[config.mk]
export PLATFORM = sky130hd
export DESIGN_NAME = fetch_sequencer
export DESIGN_NICKNAME = d
export VERILOG_FILES = /design/src/rtl/fetch_pkg.sv /design/src/rtl/fetch_fifo.sv /design/src/rtl/fetch_sequencer.sv
export SDC_FILE = /design/constraint.sdc
export NUM_CORES = 1
export LEC_CHECK = 0
export BUFFER_PORTS_ARGS = -buffer_cell sky130_fd_sc_hd__buf_2
export CAP_MARGIN = 0
export CORE_ASPECT_RATIO = 0.9
export CORE_MARGIN = 2
export CORE_UTILIZATION = 54
export DETAILED_ROUTE_END_ITERATION = 10
export PLACE_DENSITY = 0.8
export RECOVER_POWER = 50
export SLEW_MARGIN = 10
export SYNTH_ARGS = -nofsm -noshare
export SYNTH_HDL_FRONTEND = slang
export SYNTH_SLANG_ARGS = --single-unit
[constraint.sdc]
create_clock -name clk -period 4.3 [get_ports clk]
set_input_delay 0.43 -clock clk [delete_from_list [all_inputs] [get_ports clk]]
set_output_delay 0.43 -clock clk [all_outputs]
set_load 0.03 [all_outputs]
[src/rtl/fetch_pkg.sv]
// Shared types and constants for the instruction-fetch sequencer.
package fetch_pkg;

    localparam int unsigned ADDR_W     = 16;
    localparam int unsigned INST_W     = 32;
    localparam int unsigned OPCODE_MSB = 31;
    localparam int unsigned OPCODE_LSB = 26;

    localparam logic [OPCODE_MSB-OPCODE_LSB:0] HALT_OP_DEFAULT = 6'h3F;

    typedef enum logic [1:0] {
        ST_IDLE,
        ST_RUN,
        ST_DRAIN,
        ST_HALTED
    } fetch_state_e;

endpackage

[src/rtl/fetch_fifo.sv]
// Synchronous circular instruction buffer; stores an instruction word with its address tag.
module fetch_fifo #(
    parameter int unsigned DEPTH  = 2,
    parameter int unsigned DATA_W = 32,
    parameter int unsigned TAG_W  = 16
) (
    input  logic                      clk,
    input  logic                      rst,
    input  logic                      push,
    input  logic                      pop,
    input  logic                      flush,
    input  logic [DATA_W-1:0]         push_data,
    input  logic [TAG_W-1:0]          push_tag,
    output logic [DATA_W-1:0]         head_data,
    output logic [TAG_W-1:0]          head_tag,
    output logic                      full,
    output logic                      empty,
    output logic [$clog2(DEPTH):0]    count
);

    localparam int unsigned IW = $clog2(DEPTH);

    logic [IW:0]              wr_q, wr_d, rd_q, rd_d;
    logic [DATA_W+TAG_W-1:0]  mem_q [DEPTH];
    logic [DATA_W+TAG_W-1:0]  mem_d [DEPTH];

    assign empty = (wr_q == rd_q);
    assign full  = (wr_q[IW] != rd_q[IW]) && (wr_q[IW-1:0] == rd_q[IW-1:0]);
    assign count = wr_q - rd_q;

    // Head is masked so decode never sees stale storage when the buffer is empty.
    assign {head_data, head_tag} = empty ? '0 : mem_q[rd_q[IW-1:0]];

    always_comb begin
        wr_d  = wr_q;
        rd_d  = rd_q;
        mem_d = mem_q;
        if (flush) begin
            wr_d = '0;
            rd_d = '0;
        end else begin
            if (push) begin
                mem_d[wr_q[IW-1:0]] = {push_data, push_tag};
                wr_d = wr_q + 1'b1;
            end
            if (pop) begin
                rd_d = rd_q + 1'b1;
            end
        end
    end

    always_ff @(posedge clk) begin
        if (rst) begin
            wr_q <= '0;
            rd_q <= '0;
        end else begin
            wr_q <= wr_d;
            rd_q <= rd_d;
        end
        mem_q <= mem_d;
    end

endmodule

[src/rtl/fetch_sequencer.sv]
// Instruction-fetch controller: owns the PC, sequences memory reads, handles start/redirect/halt.
module fetch_sequencer
    import fetch_pkg::*;
#(
    parameter logic [ADDR_W-1:0]                RESET_PC   = 16'h0000,
    parameter int unsigned                      FIFO_DEPTH = 2,
    parameter logic [OPCODE_MSB-OPCODE_LSB:0]   HALT_OP    = HALT_OP_DEFAULT
) (
    input  logic              clk,
    input  logic              rst,
    input  logic              start,
    input  logic              redirect_valid,
    input  logic [ADDR_W-1:0] redirect_addr,
    output logic [ADDR_W-1:0] inst_address,
    input  logic [INST_W-1:0] read_data,
    output logic              inst_valid,
    input  logic              inst_ready,
    output logic [INST_W-1:0] inst_data,
    output logic [ADDR_W-1:0] inst_pc,
    output logic              busy,
    output logic              halted
);

    localparam int unsigned CW = $clog2(FIFO_DEPTH) + 1;

    fetch_state_e       state_q, state_d;
    logic [ADDR_W-1:0]  pc_q, pc_d;
    logic               busy_q, busy_d;
    logic               halted_q, halted_d;

    logic               push, pop, flush;
    logic               full, empty;
    logic [CW-1:0]      count;

    assign inst_address = pc_q;
    assign inst_valid   = !empty;
    assign pop          = inst_valid && inst_ready;
    assign busy         = busy_q;
    assign halted       = halted_q;

    always_comb begin
        state_d = state_q;
        pc_d    = pc_q;
        push    = 1'b0;
        flush   = 1'b0;
        unique case (state_q)
            ST_IDLE: begin
                if (start) begin
                    state_d = ST_RUN;
                    pc_d    = RESET_PC;
                end
            end
            ST_RUN, ST_DRAIN: begin
                if (redirect_valid) begin
                    flush   = 1'b1;
                    pc_d    = redirect_addr;
                    state_d = ST_RUN;
                end else if (state_q == ST_RUN) begin
                    if (!full || pop) begin
                        push = 1'b1;
                        // The halt word itself is delivered; PC stays on it.
                        if (read_data[OPCODE_MSB:OPCODE_LSB] == HALT_OP) begin
                            state_d = ST_DRAIN;
                        end else begin
                            pc_d = pc_q + 1'b1;
                        end
                    end
                end else if (empty || (pop && count == CW'(1))) begin
                    state_d = ST_HALTED;
                end
            end
            ST_HALTED: begin
                if (redirect_valid) begin
                    state_d = ST_RUN;
                    pc_d    = redirect_addr;
                end else if (start) begin
                    state_d = ST_RUN;
                    pc_d    = RESET_PC;
                end
            end
            default: state_d = ST_IDLE;
        endcase
        busy_d   = (state_d == ST_RUN) || (state_d == ST_DRAIN);
        halted_d = (state_d == ST_HALTED);
    end

    always_ff @(posedge clk) begin
        if (rst) begin
            state_q  <= ST_IDLE;
            pc_q     <= RESET_PC;
            busy_q   <= 1'b0;
            halted_q <= 1'b0;
        end else begin
            state_q  <= state_d;
            pc_q     <= pc_d;
            busy_q   <= busy_d;
            halted_q <= halted_d;
        end
    end

    fetch_fifo #(
        .DEPTH  (FIFO_DEPTH),
        .DATA_W (INST_W),
        .TAG_W  (ADDR_W)
    ) u_fifo (
        .clk       (clk),
        .rst       (rst),
        .push      (push),
        .pop       (pop),
        .flush     (flush),
        .push_data (read_data),
        .push_tag  (pc_q),
        .head_data (inst_data),
        .head_tag  (inst_pc),
        .full      (full),
        .empty     (empty),
        .count     (count)
    );

endmodule

# [After elaboration in Yosys (flattened, before gate mapping)]
# Index checks and enable logic that the tools add are counted.
# Widths: inputs -> output; s select.
[totals] ff_bits=120 input_bits=53 out_inout_bits=67 word_cells=74
[classes] addsub=4 magnitude_cmp=3 n_eq_ne=14 mux=28 n_bitwise=3 reduce_logical=14
[ops] operator="$mux 48" n=5
[ops] operator="$bwmux 96" n=1
[ops] operator="$mux 16" n=6
[ops] operator="$demux 48 s1" n=1
[ops] operator="$pmux 16 s3" n=1
[ops] operator="$add 16x1->16 const B" n=1
[ops] operator="$mux 2" n=7
[ops] operator="$ne 3x3->1 const B" n=3
[ops] operator="$eq 2x2->1 const B" n=4
[ops] operator="$eq 2x1->1 const B" n=3
[ops] operator="$eq 6x6->1 const B" n=1
[ops] operator="$mux 1" n=6
[ops] operator="$pmux 2 s3" n=1
[ops] operator="$add 2x1->2 const B" n=2
[ops] operator="$ge 2x2->1 const B" n=2
[ops] operator="$logic_and 1x1->1" n=4
[ops] operator="$not 1->2" n=2
[ops] operator="$reduce_or 2->1" n=2
[ops] operator="$logic_or 1x1->1" n=3
[ops] operator="$reduce_and 3->1" n=1
[ops] operator="$eq 2x2->1" n=1
[ops] operator="$logic_not 1->1" n=2
[ops] operator="$logic_not 2->1" n=1
[ops] operator="$lt 2x1->1 const B" n=1
[ops] operator="other kinds (5)" n=5

# [Logic depth before layout (Yosys ltp)]
[depth] ltp_word=11 mapped_depth=9 ltp_nobuf=9

# [Cells and area by module]
# A second synthesis with hierarchy kept.
[hier_totals] hier_cells=443 area_unflattened_um2=5520.3
[by_module_without_submodules] module="fetch_fifo" instances=1 cells_each=233 area_each_um2=3923.8 seq_area_each_um2=2962.8
[by_module_without_submodules] module="fetch_sequencer" instances=1 cells_each=210 area_each_um2=1596.5 seq_area_each_um2=400.4

# [Worst setup path before layout]
# Ideal clock, no wire load.
[synth_path] kind="reg-to-reg" from="register state_q[0]" to="register u_fifo.mem_q[48] (netlist name) (enable)" setup_time_ps=454 arrival_time_ps=3290 required_ps=3846 slack_ps=557 stages_incl_launch_ff=7 n_path_buf=1 synth_period_minus_slack_ps=3743 path_cell_list="dfxtp_1 inv_1 ha_1 and2b_1 buf_2 nand2_1 nor2_1"
[synth_between] elab_chain_cells=5 word_cells_on_any_way=9 cone_classes="eq/ne (2); mux (4); bitwise (1); reduce/logical (2)"
[synth_lines] item="start, declared" line="fetch_sequencer.sv:26" source="fetch_state_e state_q, state_d;"
[synth_lines] item="start signal, assigned" line="fetch_sequencer.sv:94" source="state_q <= state_d;"
[synth_lines] item="$eq 2x1->1 or $eq 2x2->1 (tied branches)" line="fetch_sequencer.sv:46, fetch_sequencer.sv:58"
[synth_lines] item="$mux 1 or $reduce_or 2->1 (tied branches)" line="fetch_sequencer.sv:58, fetch_sequencer.sv:46"
[synth_lines] item="$mux 1, on equally long branches" line="fetch_sequencer.sv:54, fetch_sequencer.sv:46"
[synth_lines] item="$mux 1 or $not 1->1 (tied branches)"
[synth_lines] item="$reduce_and 2->1 (no line) *"
[synth_lines] item="end signal, assigned" line="fetch_fifo.sv:60" source="mem_q <= mem_d;"
[synth_lines] item="end, declared" line="fetch_fifo.sv:24" source="logic [DATA_W+TAG_W-1:0] mem_q [DEPTH];"
# Mark *: on every way between the ends. The rest lies on a longest branch, timed or not.
# A chain may end at the register's enable or synchronous reset.

# [Worst setup path after layout]
[layout_path] from="register state_q[0]" to="register u_fifo.mem_q[61] (netlist name) (enable)"
# Same word-level chain as after synthesis.

==> results.sh <==
export IMPL_synth_xor_area_share=0.01138
export IMPL_areaGrowthSynthToFinish_pct=23.21
export IMPL_maxSlewViolCount=0
export IMPL_synth_seq_cells=120
export IMPL_route_detailed_drc=0
export IMPL_place_inst=646
export IMPL_ctsHtreeMaxLevel=4
export IMPL_fin_crit_ns=2.908
export IMPL_wirelength_um=11590
export IMPL_ir_drop_mv=0.3602
export IMPL_drv_cap=0
export IMPL_final_nets=598
export IMPL_fin_util=0.6793
export IMPL_grt_max_degree=51
export IMPL_clock_path_buffers=2
export IMPL_layout_drive_gt1_share=0.2246
export IMPL_die_x_um=108.2
export IMPL_ys_seq_area_frac=0.6373
export IMPL_synth_edff_count=96
export IMPL_stdcell_count=678
export IMPL_rows=34
export IMPL_clock_root_buffer="clkbuf_8"
export IMPL_port_buffers=119
export IMPL_crit_type="reg2reg"
export IMPL_pin_count=120
export IMPL_antenna_found_initial=0
export IMPL_track_usage=0.2260
export IMPL_end_kind="register"
export IMPL_ctsResizeCount=0
export IMPL_syn_area_per_cell_um2=12.60
export IMPL_coreArea_um2=9572
export IMPL_arrival_ns=3.07
export IMPL_rr_startpoint="state_q[0]$_SDFF_PP0_"
export IMPL_die_h_um=97.79
export IMPL_crit_start="state_q[0]$_SDFF_PP0_"
export IMPL_syn_num_nets=478
export IMPL_hold_buffers=0
export IMPL_synthArstFlopShare=0
export IMPL_worstSetupStartpointType="register"
export IMPL_wl_per_cell_um=17.09
export IMPL_yosys_mux_area_fraction=0.09294
export IMPL_synth_cell_types=58
export IMPL_viasPerCell=5.617
export IMPL_clock_sinks=120
export IMPL_postSynthCellCount=419
export IMPL_synth_top_family_by_area="simple AND/OR/NAND/NOR gates"
export IMPL_overflow=0
export IMPL_worstSetupEndpoint="u_fifo.mem_q[61]$_DFFE_PP_"
export IMPL_max_freq_ghz=0.3439
export IMPL_rsz0062_at_grt="no"
export IMPL_r2r_end="u_fifo.mem_q[61]$_DFFE_PP_"
export IMPL_grt_pass1_vias=3658
export IMPL_grt_pass1_wl_um=18140
export IMPL_leakagePower_nw=2.309
export IMPL_cts_tree="built"
export IMPL_postRouteAntennaNets=0
export IMPL_min_path_type="in2reg"
export IMPL_place_detailed_hpwl_um=7596
export IMPL_rr_worst_depth=6
export IMPL_layout_commonest_cell="edfxtp_1"
export IMPL_path_max_fanout=27
export IMPL_ys_flop_type="edfxtp_1"
export IMPL_clk_latency_ns=0.50
export IMPL_firstDrtPassIters=5
export IMPL_required_ns=4.46
export IMPL_synth_simple_area_share=0.1204
export IMPL_slew_headroom=0.2426
export IMPL_skew_ns=0.007953
export IMPL_diodes=0
export IMPL_dieArea_um2=10580
export IMPL_yosysWarnings=0
export IMPL_synth_area_um2=5278
export IMPL_worst_slew_pin_slew_ns=1.136
export IMPL_synth_compound_area_frac=0.09294
export IMPL_cts_made_buffers=17
export IMPL_post_cts_setup_buffers=0
export IMPL_setup_viol=0
export IMPL_status="completed"
export IMPL_finalHoldViolCount=0
export IMPL_clk_pin_slew_ns=0.06
export IMPL_place_gp_congestion=0.9098
export IMPL_layout_common_cells="edfxtp_1 (96), buf_2 (79), nor2_1 (63), mux2i_1 (49), clkbuf_1 (40)"
export IMPL_start_util=0.5514
export IMPL_synth_fa_ha_area_frac=0.01422
export IMPL_fill_cells=702
export IMPL_cellPowerDensity_nw_per_um2=576.9
export IMPL_drt_iter0_markers=302
export IMPL_fin_crit_sh=0.6762
export IMPL_tns_ns=0
export IMPL_num_vias=3808
export IMPL_ff2ff_setup_slack_ns=1.39
synth_stat cells (3+ instances only):
cell	number	area share
inv_1	18	0.013
o32ai_1	8	0.013
nand2_1	21	0.015
buf_2	7	0.0066
dfxtp_1	24	0.091
nor2_1	64	0.046
nor2b_1	3	0.0036
a32oi_1	5	0.0083
nand3_1	10	0.0095
ha_1	6	0.014
mux2i_1	49	0.093
xnor2_1	3	0.0050
nand2b_1	3	0.0036
o211ai_1	3	0.0043
nand4_1	7	0.0083
a21oi_1	17	0.016
edfxtp_1	96	0.55
nor3_1	6	0.0057
o21ai_0	7	0.0066
o21ai_1	3	0.0028
clkbuf_1	11	0.0078
cells by family (layout without fill, tap and decap cells):
kind of cell	count (synthesis)	after routing
DFF	120	120
xor gates and xnor gates	6	6
buffers and inverters	40	173
muxes	49	49
adders and majority gates	6	6
AOI/OAI and AO/OA	66	66
and+or+nand+nor	132	132
per-stage QoR:
| step | total power, mW | hold slack, ns | setup slack [ns] | cell area [um2] |
|---|---|---|---|---|
| final | 3.752 | 0.1151 | 1.392 | 6502 |
| after global routing | 3.907 | 0.09512 | 1.176 | 6502 |
| after CTS | 3.775 | 0.09949 | 1.360 | 6560 |
| after detailed placement | 2.381 | 0.5025 | 1.434 | 5969 |
| after global placement | 2.355 | 0.4910 | 1.550 | 5969 |
| after floorplan | 2.137 | 0.4750 | 0.5567 | 5278 |
how the worst min path moves through the flow:
stage / startpoint / cells past startpoint / slack, ns / to
after floorplan: state_q[1]$_SDFF_PP0_ / 2 / 0.48 / state_q[1]$_SDFF_PP0_
after global placement: state_q[1]$_SDFF_PP0_ / 2 / 0.49 / state_q[1]$_SDFF_PP0_
after detailed placement: state_q[1]$_SDFF_PP0_ / 2 / 0.50 / state_q[1]$_SDFF_PP0_
after CTS: read_data[13] / 1 / 0.1 / u_fifo.mem_q[29]$_DFFE_PP_
after global routing: read_data[4] / 1 / 0.1 / u_fifo.mem_q[20]$_DFFE_PP_
final: read_data[13] / 1 / 0.12 / u_fifo.mem_q[29]$_DFFE_PP_
flip-flops by register name, indices dropped and copies added (netlist names):
name and cells:
state_q 2, u_fifo.mem_q 96, busy 1, u_fifo.rd_q 2, halted 1, inst_address 16, u_fifo.wr_q 2
layout make-up:
class	count	area (um2)	share of cell area
Clock buffer	17	414.1	0.06369
Tap cell	126	157.7	0.02424
Sequential cell	120	3364	0.5174
Timing Repair Buffer	121	560.5	0.08620
Clock inverter	15	176.4	0.02713
Multi-Input combinational cell	259	1754	0.2698
Inverter	20	75.07	0.01155
routing by layer:
layer  global-route usage  vias up  wire length, um
met1               0.2990     1803             4907
met5                    0        -                0
met3              0.04473       18              834
met2               0.3619      172             5606
li1                     -     1815                -
met4               0.1045        0              241
power by group:
group	internal (mW)	leakage, nW	switching, mW	total [mW]
registers	1.37	1.06	0.0738	1.44
logic	0.279	0.969	0.640	0.919
clock network	0.883	0.276	0.511	1.39
total	2.53	2.31	1.22	3.75
worst max-delay path: stages (launching register included):
cell     delay [ns]
dfxtp_1        0.38
inv_1          0.10
ha_1           0.38
and2b_1        0.47
nand2_1        0.22
nor2_4         0.54
buf_4          0.45
No activity file was read; power rests on OpenSTA's default activity.
